[src/rtl/control_unit_fsm.sv]
// Multi-cycle LEGv8 control unit: latches IR in FETCH, decodes in EXEC, finishes LDUR in MEM, parks in HALT.
// Latency: 2 cycles per instruction, 3 for LDUR; outputs are combinational from state, IR and status.
// Backpressure: none; the datapath consumes the control word every cycle and reset forces it to zero.
module control_unit_fsm (
    input  logic        clock,
    input  logic        reset,
    input  logic [31:0] instruction,
    input  logic [4:0]  status,
    output logic [29:0] control_word,
    output logic [63:0] constant,
    output logic        halted
);
    localparam logic [1:0] S_FETCH = 2'd0;
    localparam logic [1:0] S_EXEC  = 2'd1;
    localparam logic [1:0] S_MEM   = 2'd2;
    localparam logic [1:0] S_HALT  = 2'd3;

    localparam logic [1:0] PS_HOLD = 2'b00;
    localparam logic [1:0] PS_INC  = 2'b01;
    localparam logic [1:0] PS_BR   = 2'b10;

    localparam logic [4:0] FS_AND = 5'b00000;
    localparam logic [4:0] FS_ORR = 5'b00100;
    localparam logic [4:0] FS_ADD = 5'b01000;
    localparam logic [4:0] FS_SUB = 5'b01001;
    localparam logic [4:0] FS_EOR = 5'b01100;
    localparam logic [4:0] FS_LSL = 5'b10000;
    localparam logic [4:0] FS_LSR = 5'b10100;
    localparam logic [4:0] XZR    = 5'd31;

    logic [1:0]  state;
    logic [1:0]  state_nxt;
    logic [31:0] ir;

    logic [10:0] opc;
    logic [4:0]  rd;
    logic [4:0]  rn;
    logic [4:0]  rm;
    assign opc = ir[31:21];
    assign rd  = ir[4:0];
    assign rn  = ir[9:5];
    assign rm  = ir[20:16];

    logic [63:0] imm_i;
    logic [63:0] imm_d;
    logic [63:0] imm_b;
    logic [63:0] imm_cb;
    logic [63:0] imm_mov;
    logic [63:0] imm_sh;
    assign imm_i   = {52'd0, ir[21:10]};
    assign imm_d   = {{55{ir[20]}}, ir[20:12]};
    assign imm_b   = {{38{ir[25]}}, ir[25:0]};
    assign imm_cb  = {{45{ir[23]}}, ir[23:5]};
    assign imm_mov = {48'd0, ir[20:5]} << {ir[22:21], 4'b0000};
    assign imm_sh  = {58'd0, ir[15:10]};

    // status[4:1] carries the registered {V,C,N,Z}; status[0] is the live ALU zero.
    logic flag_v;
    logic flag_c;
    logic flag_n;
    logic flag_z;
    logic cond_true;
    assign flag_v = status[4];
    assign flag_c = status[3];
    assign flag_n = status[2];
    assign flag_z = status[1];

    always_comb begin
        cond_true = 1'b1;
        case (ir[3:0])
            4'h0:    cond_true = flag_z;
            4'h1:    cond_true = !flag_z;
            4'h2:    cond_true = flag_c;
            4'h3:    cond_true = !flag_c;
            4'h4:    cond_true = flag_n;
            4'h5:    cond_true = !flag_n;
            4'h6:    cond_true = flag_v;
            4'h7:    cond_true = !flag_v;
            4'h8:    cond_true = flag_c && !flag_z;
            4'h9:    cond_true = !(flag_c && !flag_z);
            4'ha:    cond_true = (flag_n == flag_v);
            4'hb:    cond_true = (flag_n != flag_v);
            4'hc:    cond_true = !flag_z && (flag_n == flag_v);
            4'hd:    cond_true = !(!flag_z && (flag_n == flag_v));
            default: cond_true = 1'b1;
        endcase
    end

    logic        alu_r;
    logic        alu_i;
    logic        alu_s;
    logic        d_en_alu;
    logic        d_bsel;
    logic        d_sl;
    logic        d_wm;
    logic        d_wr;
    logic [1:0]  d_ps;
    logic [4:0]  d_fs;
    logic [4:0]  d_sb;
    logic [4:0]  d_sa;
    logic [4:0]  d_da;
    logic [63:0] d_const;
    logic        d_ldur;
    logic        d_bad;

    always_comb begin
        alu_r    = 1'b0;
        alu_i    = 1'b0;
        alu_s    = 1'b0;
        d_en_alu = 1'b0;
        d_bsel   = 1'b0;
        d_sl     = 1'b0;
        d_wm     = 1'b0;
        d_wr     = 1'b0;
        d_ps     = PS_HOLD;
        d_fs     = FS_AND;
        d_sb     = 5'd0;
        d_sa     = 5'd0;
        d_da     = 5'd0;
        d_const  = 64'd0;
        d_ldur   = 1'b0;
        d_bad    = 1'b0;
        casez (opc)
            11'b10001011000: begin alu_r = 1'b1; d_fs = FS_ADD; end
            11'b11001011000: begin alu_r = 1'b1; d_fs = FS_SUB; end
            11'b10001010000: begin alu_r = 1'b1; d_fs = FS_AND; end
            11'b10101010000: begin alu_r = 1'b1; d_fs = FS_ORR; end
            11'b11001010000: begin alu_r = 1'b1; d_fs = FS_EOR; end
            11'b10101011000: begin alu_r = 1'b1; d_fs = FS_ADD; d_sl = 1'b1; end
            11'b11101011000: begin alu_r = 1'b1; d_fs = FS_SUB; d_sl = 1'b1; end
            11'b1001000100?: begin alu_i = 1'b1; d_fs = FS_ADD; end
            11'b1101000100?: begin alu_i = 1'b1; d_fs = FS_SUB; end
            11'b1001001000?: begin alu_i = 1'b1; d_fs = FS_AND; end
            11'b1011001000?: begin alu_i = 1'b1; d_fs = FS_ORR; end
            11'b1101001000?: begin alu_i = 1'b1; d_fs = FS_EOR; end
            11'b11010011011: begin alu_s = 1'b1; d_fs = FS_LSL; end
            11'b11010011010: begin alu_s = 1'b1; d_fs = FS_LSR; end
            11'b110100101??: begin
                d_sa     = XZR;
                d_bsel   = 1'b1;
                d_fs     = FS_ORR;
                d_const  = imm_mov;
                d_da     = rd;
                d_en_alu = 1'b1;
                d_wr     = 1'b1;
                d_ps     = PS_INC;
            end
            11'b11111000010: begin
                // Address phase only; the register write happens in MEM.
                d_ldur  = 1'b1;
                d_sa    = rn;
                d_bsel  = 1'b1;
                d_fs    = FS_ADD;
                d_const = imm_d;
            end
            11'b11111000000: begin
                d_sa    = rn;
                d_sb    = rd;
                d_bsel  = 1'b1;
                d_fs    = FS_ADD;
                d_const = imm_d;
                d_wm    = 1'b1;
                d_ps    = PS_INC;
            end
            11'b000101?????: begin
                d_ps    = PS_BR;
                d_const = imm_b;
            end
            11'b1011010????: begin
                // ir[24] clear means CBZ: taken when the zero flag matches.
                d_sa    = rd;
                d_sb    = XZR;
                d_fs    = FS_ORR;
                d_const = imm_cb;
                d_ps    = (status[0] == !ir[24]) ? PS_BR : PS_INC;
            end
            11'b01010100???: begin
                d_const = imm_cb;
                d_ps    = cond_true ? PS_BR : PS_INC;
            end
            default: d_bad = 1'b1;
        endcase
        if (alu_r || alu_i || alu_s) begin
            d_sa     = rn;
            d_da     = rd;
            d_en_alu = 1'b1;
            d_wr     = 1'b1;
            d_ps     = PS_INC;
        end
        if (alu_r) d_sb = rm;
        if (alu_i) begin
            d_bsel  = 1'b1;
            d_const = imm_i;
        end
        if (alu_s) begin
            d_bsel  = 1'b1;
            d_const = imm_sh;
        end
    end

    always_comb begin
        state_nxt = state;
        case (state)
            S_FETCH: state_nxt = S_EXEC;
            S_EXEC:  state_nxt = d_bad ? S_HALT : (d_ldur ? S_MEM : S_FETCH);
            S_MEM:   state_nxt = S_FETCH;
            default: state_nxt = S_HALT;
        endcase
    end

    always_ff @(posedge clock) begin
        if (reset) begin
            state <= S_FETCH;
            ir    <= 32'd0;
        end else begin
            state <= state_nxt;
            if (state == S_FETCH) ir <= instruction;
        end
    end

    always_comb begin
        control_word = 30'd0;
        constant     = 64'd0;
        if (!reset) begin
            case (state)
                S_EXEC: begin
                    control_word = {1'b0, 1'b0, d_en_alu, 1'b0, d_bsel, d_sl, d_wm, d_wr,
                                    d_ps, d_fs, d_sb, d_sa, d_da};
                    constant     = d_const;
                end
                S_MEM: begin
                    control_word = {1'b0, 1'b1, 1'b0, 1'b0, d_bsel, 1'b0, 1'b0, 1'b1,
                                    PS_INC, d_fs, d_sb, d_sa, rd};
                    constant     = d_const;
                end
                default: ;
            endcase
        end
    end

    assign halted = (state == S_HALT);

endmodule

[config.mk]
export PLATFORM = sky130hd
export DESIGN_NAME = control_unit_fsm
export DESIGN_NICKNAME = d
export VERILOG_FILES = /design/src/rtl/control_unit_fsm.sv
export SDC_FILE = /design/constraint.sdc
export NUM_CORES = 1
export LEC_CHECK = 0
export CORE_MARGIN = 10
export CORE_UTILIZATION = 47
export CTS_CLUSTER_DIAMETER = 200
export DETAILED_ROUTE_END_ITERATION = 10
export MAX_ROUTING_LAYER = met4
export PLACE_DENSITY = 0.95
export SLEW_MARGIN = 10
export SYNTH_ARGS = -nofsm -noshare
export SYNTH_HDL_FRONTEND = slang
export SYNTH_SLANG_ARGS = --single-unit
[constraint.sdc]
create_clock -name clock -period 4.4 [get_ports clock]
set_input_delay 0.66 -clock clock [delete_from_list [all_inputs] [get_ports clock]]
set_output_delay 0.66 -clock clock [all_outputs]
set_load 0.01 [all_outputs]
Word-level counts from Yosys, hierarchy flattened
Cells that the tools add are included.

Register bits after elaboration: 34. Logic and storage cells: 102. Bits of input ports: 39.

Shift-type cells: 1. Reductions and logical operators: 27. Equality and inequality tests: 39. Multiplexer cells: 33.

Operators with widths (count): 2-to-1 mux 64 bit (4); case mux 64 bit (4 select lines) (1); equality test 11 bit, second input constant (11); << shifter 16 x 6 -> 64 bit (1); case mux 29 bit (2 select lines) (1); equality test 10 bit, second input constant (5); case mux 5 bit (6 select lines) (1); 2-to-1 mux 29 bit (1); equality test 4 bit, second input constant (6); 2-to-1 mux 5 bit (4); OR reduction 20 bit (1); equality test 4 x 3 -> 1 bit, second input constant (4); case mux 5 bit (3 select lines) (1); case mux 1 bit (14 select lines) (1); OR reduction 2 bit (7); 2-to-1 mux 1 bit (11); 2-to-1 mux 2 bit (5); case mux 5 bit (2 select lines) (1); OR reduction 5 bit (2); equality test 9 bit, second input constant (1); equality test 4 x 2 -> 1 bit, second input constant (2); equality test 8 x 7 -> 1 bit, second input constant (1); case mux 2 bit (4 select lines) (1); equality test 7 bit, second input constant (1); other kinds (15) (26).

Depth between registers and ports, before layout
Depth in word-level cells: 9. Depth in mapped cells: 9. Mapped depth without buffers: 6.

Worst setup path after synthesis
Ideal clock, no wire load.

Path kind: input to output. Start: input port reset. End: output port control_word[20]. Path slack: 1479 ps. Data required time: 3740 ps. Arrival: 2261 ps. Stages: 5. Cell sequence: clkbuf_1 nor2b_1 o21ai_0 or4b_2 o21ai_1.

Cells in the longest elaborated chain, start to end: 1.

Ends and longest elaborated chain: start, declared (RTL line 6) `input logic reset,`; 2-to-1 mux 29 bit (RTL line 224) `if (!reset) begin`; end, declared (RTL line 9) `output logic [29:0] control_word,`.

Every way passes these cells.

Final worst setup path
Start: register ir[31]. End: output port constant[45].

Cells in the longest elaborated chain, start to end: 7. Elaborated cells between the ends (all ways): 24.

Ends and longest elaborated chain: start, declared (RTL line 33) `logic [31:0] ir;`; start signal, assigned (RTL line 217) `if (state == S_FETCH) ir <= instruction;`; equality test 11 bit, or another cell as far along (RTL line 123) `casez (opc)`; OR reduction 2 bit (no source line) or OR reduction 5 bit (tied branches); case mux 64 bit (4 select lines) or 2-to-1 mux 1 bit (tied branches) (RTL line 123); 2-to-1 mux 64 bit (RTL line 191) `if (alu_i) begin`; 2-to-1 mux 64 bit (*) (RTL line 195) `if (alu_s) begin`; 2-to-1 mux 64 bit (*) (RTL line 225) `case (state)`; 2-to-1 mux 64 bit (*) (RTL line 224); end, declared (RTL line 10) `output logic [63:0] constant,`.

Every way passes the cells marked *; elsewhere a longest branch is shown, timed or not.

==> flow_metrics.tcl <==
set metrics [dict create \
    area_growth_pct 43.49 \
    antenna_found_initial 0 \
    drc 0 \
    gr-total-overflow 0 \
    vias 3940 \
    first_global_vias 3761 \
    grt_max_degree 45 \
    combPwrFrac_pct 25.1 \
    post_cts_buffers 0 \
    rsz0062_at_grt "no" \
    worstPathMaxFanout 39 \
    wl_per_cell_um 20.40 \
    grt_usage_pct 24.03 \
    dr.first_iter.drc_count 487 \
    drt-total-wl_um 12870 \
    fin_crit_sh_pct 93.28 \
    cts_sinks 34 \
    ys_dominant_reg_cell "dfxtp_1" \
    core_area_um2 6459 \
    leakage_uw 0.001472 \
    fin_nets 596 \
    p_sw_share_pct 33.97 \
    fin_crit_ps 4105 \
    final_cells 631 \
    cts_buffer_depth 2 \
    p_sw_uw 363.8 \
    start_kind "flip-flop" \
    start_util_pct 49.09 \
    clk_latency_ps 290 \
    path_class "reg2out" \
    avgSynthCellArea_um2 6.892 \
    cpPeakStageDelay_ps 590 \
    cts_hold_buf 0 \
    cts_resized 0 \
    num_rows 29 \
    arrival_ps 3440 \
    crit_chain "nor2b_1, nand4_1, nor2_2, a22oi_2, a21boi_2, buf_4, a21oi_1, clkdlybuf4s50_1" \
    outcome "finished, final reports clean" \
    dp.cells 623 \
    clockPowerShare_pct 32.9 \
    cpMaxStageDelayCell "dfxtp_1" \
    ys_ff_latch 34 \
    ys_types 58 \
    cpLargestDelayFamily "simple AND/OR/NAND/NOR gates" \
    finalSetupViolCount 0 \
    cp_num_buf_inv 2 \
    cts.clk_slew.worst_paths_ps 80 \
    synthArstFlopShare_pct 0 \
    p_int_uw 707.1 \
    die_area_um2 10430 \
    cts-buffers-inserted 5 \
    power_frac_seq_pct 42.0 \
    p_per_area_nw_per_um2 235.4 \
    vias_per_cell 6.244 \
    io_buffers 130 \
    root_buffer "clkbuf_8" \
    grt_pass1_wl_um 19620 \
    htreeDepth 2 \
    syn-cell-area_um2 3171 \
    synth_top_area_share_pct 21.47 \
    final_cell_area_um2 4549 \
    firstDrtPassIters 6 \
    ir_drop_mv 0.1768 \
    synth.yosys.seq_area_share_pct 21.47 \
    hp-class "reg2reg" \
    slew_headroom_pct 31.48 \
    timing.fmax_mhz 243.6 \
    yosys_warnings 0 \
    fin_skew_ps 3.396 \
    drive_gt1_share_pct 5.776 \
    place_hpwl_um 9486 \
    io_pins 134 \
    fp.dieH_um 102.1 \
    cts_tree "built" \
    worst_slew_pin_slew_ps 1028 \
    end_kind "output port" \
    hold_viol 0 \
    synth_top_area_cell "dfxtp_1" \
    totalNegativeSetupSlack_ps 0 \
    crit_required_ps 3740 \
    die_w_um 102.1 \
    final_max_slew_viol_count 0 \
    synthTopCellsByArea "dfxtp_1 (21%), a21oi_1 (12%), mux2i_1 (10%), nor2_1 (7.3%), nand2_1 (6.9%)" \
    synth_edf_count 0 \
    n_antenna_cell 0 \
    synth_cells 460 \
    gp_congestion 0.9800 \
    drtAntennaViolNets 0 \
    dpl_cell_area_um2 4412 \
    drv_cap 0 \
]
layout make-up:
class,count,area (um2)
Clock buffer,5,68.82
Clock inverter,3,68.82
Fill cell,530,1909
Inverter,9,33.78
Multi-Input combinational cell,364,2232
Sequential cell,34,680.7
Tap cell,77,96.34
Timing Repair Buffer,139,1369
synth_stat cells (all sizes together) (7+ instances only):
library cell,number
a211oi,15
a21oi,75
a221oi,13
a222oi,10
a22oi,9
buf,18
clkbuf,37
dfxtp,34
inv,9
mux2i,32
nand2,58
nand2b,8
nor2,63
nor3,7
o21ai,11
registers in the layout (all words and copies together) (netlist names):
register / flops
ir: 32
state: 2
worst reg2reg max path: stages, from the launching register on:
cell and delay, ps:
dfxtp_1 540, inv_1 100, and3_1 210, and4b_1 380, nor3_2 570, nand4bb_1 230, a21oi_1 170
power groups by stage:
stage / logic (uW) / clock network [uW] / registers (uW)
global placement: 257 / 0 / 448
detailed placement: 266 / 0 / 450
floorplan: 232 / 0 / 375
finish: 268 / 353 / 450
global route: 295 / 362 / 454
CTS: 268 / 355 / 443
cell families (layout without fill, tap and decap cells):
logic type	after synthesis	after routing	share of synthesized area [%]
adder cells (fa/ha/maj)	4	4	1.579
buffers and inverters	64	156	8.840
XOR/XNOR	2	2	0.5526
flip-flops	34	34	21.47
other	1	3	0.1183
multiplexers	32	32	10.10
AND/OR/NAND/NOR	174	174	26.64
AO/OA/AOI/OAI	149	149	30.70
stage by stage:
stage                     utilization [%]  power [uW]  hold WS (ps)  setup WS, ps
after floorplan                         -       607.0         526.8          1479
after global placement              68.31       705.8         561.0         633.4
after detailed placement            68.31       715.9         565.9         529.7
after CTS                           70.44        1066         580.2         383.4
after global routing                70.44        1111         637.2         100.8
final                               70.44        1071         581.9         295.5
final timing paths:
check        startpoint      endpoint  slack [ps]  cells past startpoint
max              ir[31]  constant[45]         300                      8
min              ir[27]        ir[27]         580                      2
max reg2reg      ir[29]      state[1]        2140                      6
min reg2reg      ir[27]        ir[27]         580                      2
placed cells by master, fill, tap and decap left out, types with 10 or more instances in the layout:
cell	netlist	final
nand2_1	58	58
o21ai_0	10	10
nor2_1	62	62
a221oi_1	13	13
a211oi_1	15	15
dfxtp_1	34	34
clkdlybuf4s50_1	0	130
a21oi_1	73	73
mux2i_1	32	32
a222oi_1	10	10
metal layers:
metal / share of wire (%) / vias up / GRT usage [%] / routed length [um]
met2: 47 / 247 / 38.17 / 6060
met1: 40 / 1814 / 29.50 / 5207
met5: 0 / - / - / 0
met4: 2.6 / 0 / 8.134 / 333
li1: - / 1839 / - / -
met3: 9.9 / 40 / 5.196 / 1271
(Power assumes the default switching activity.)
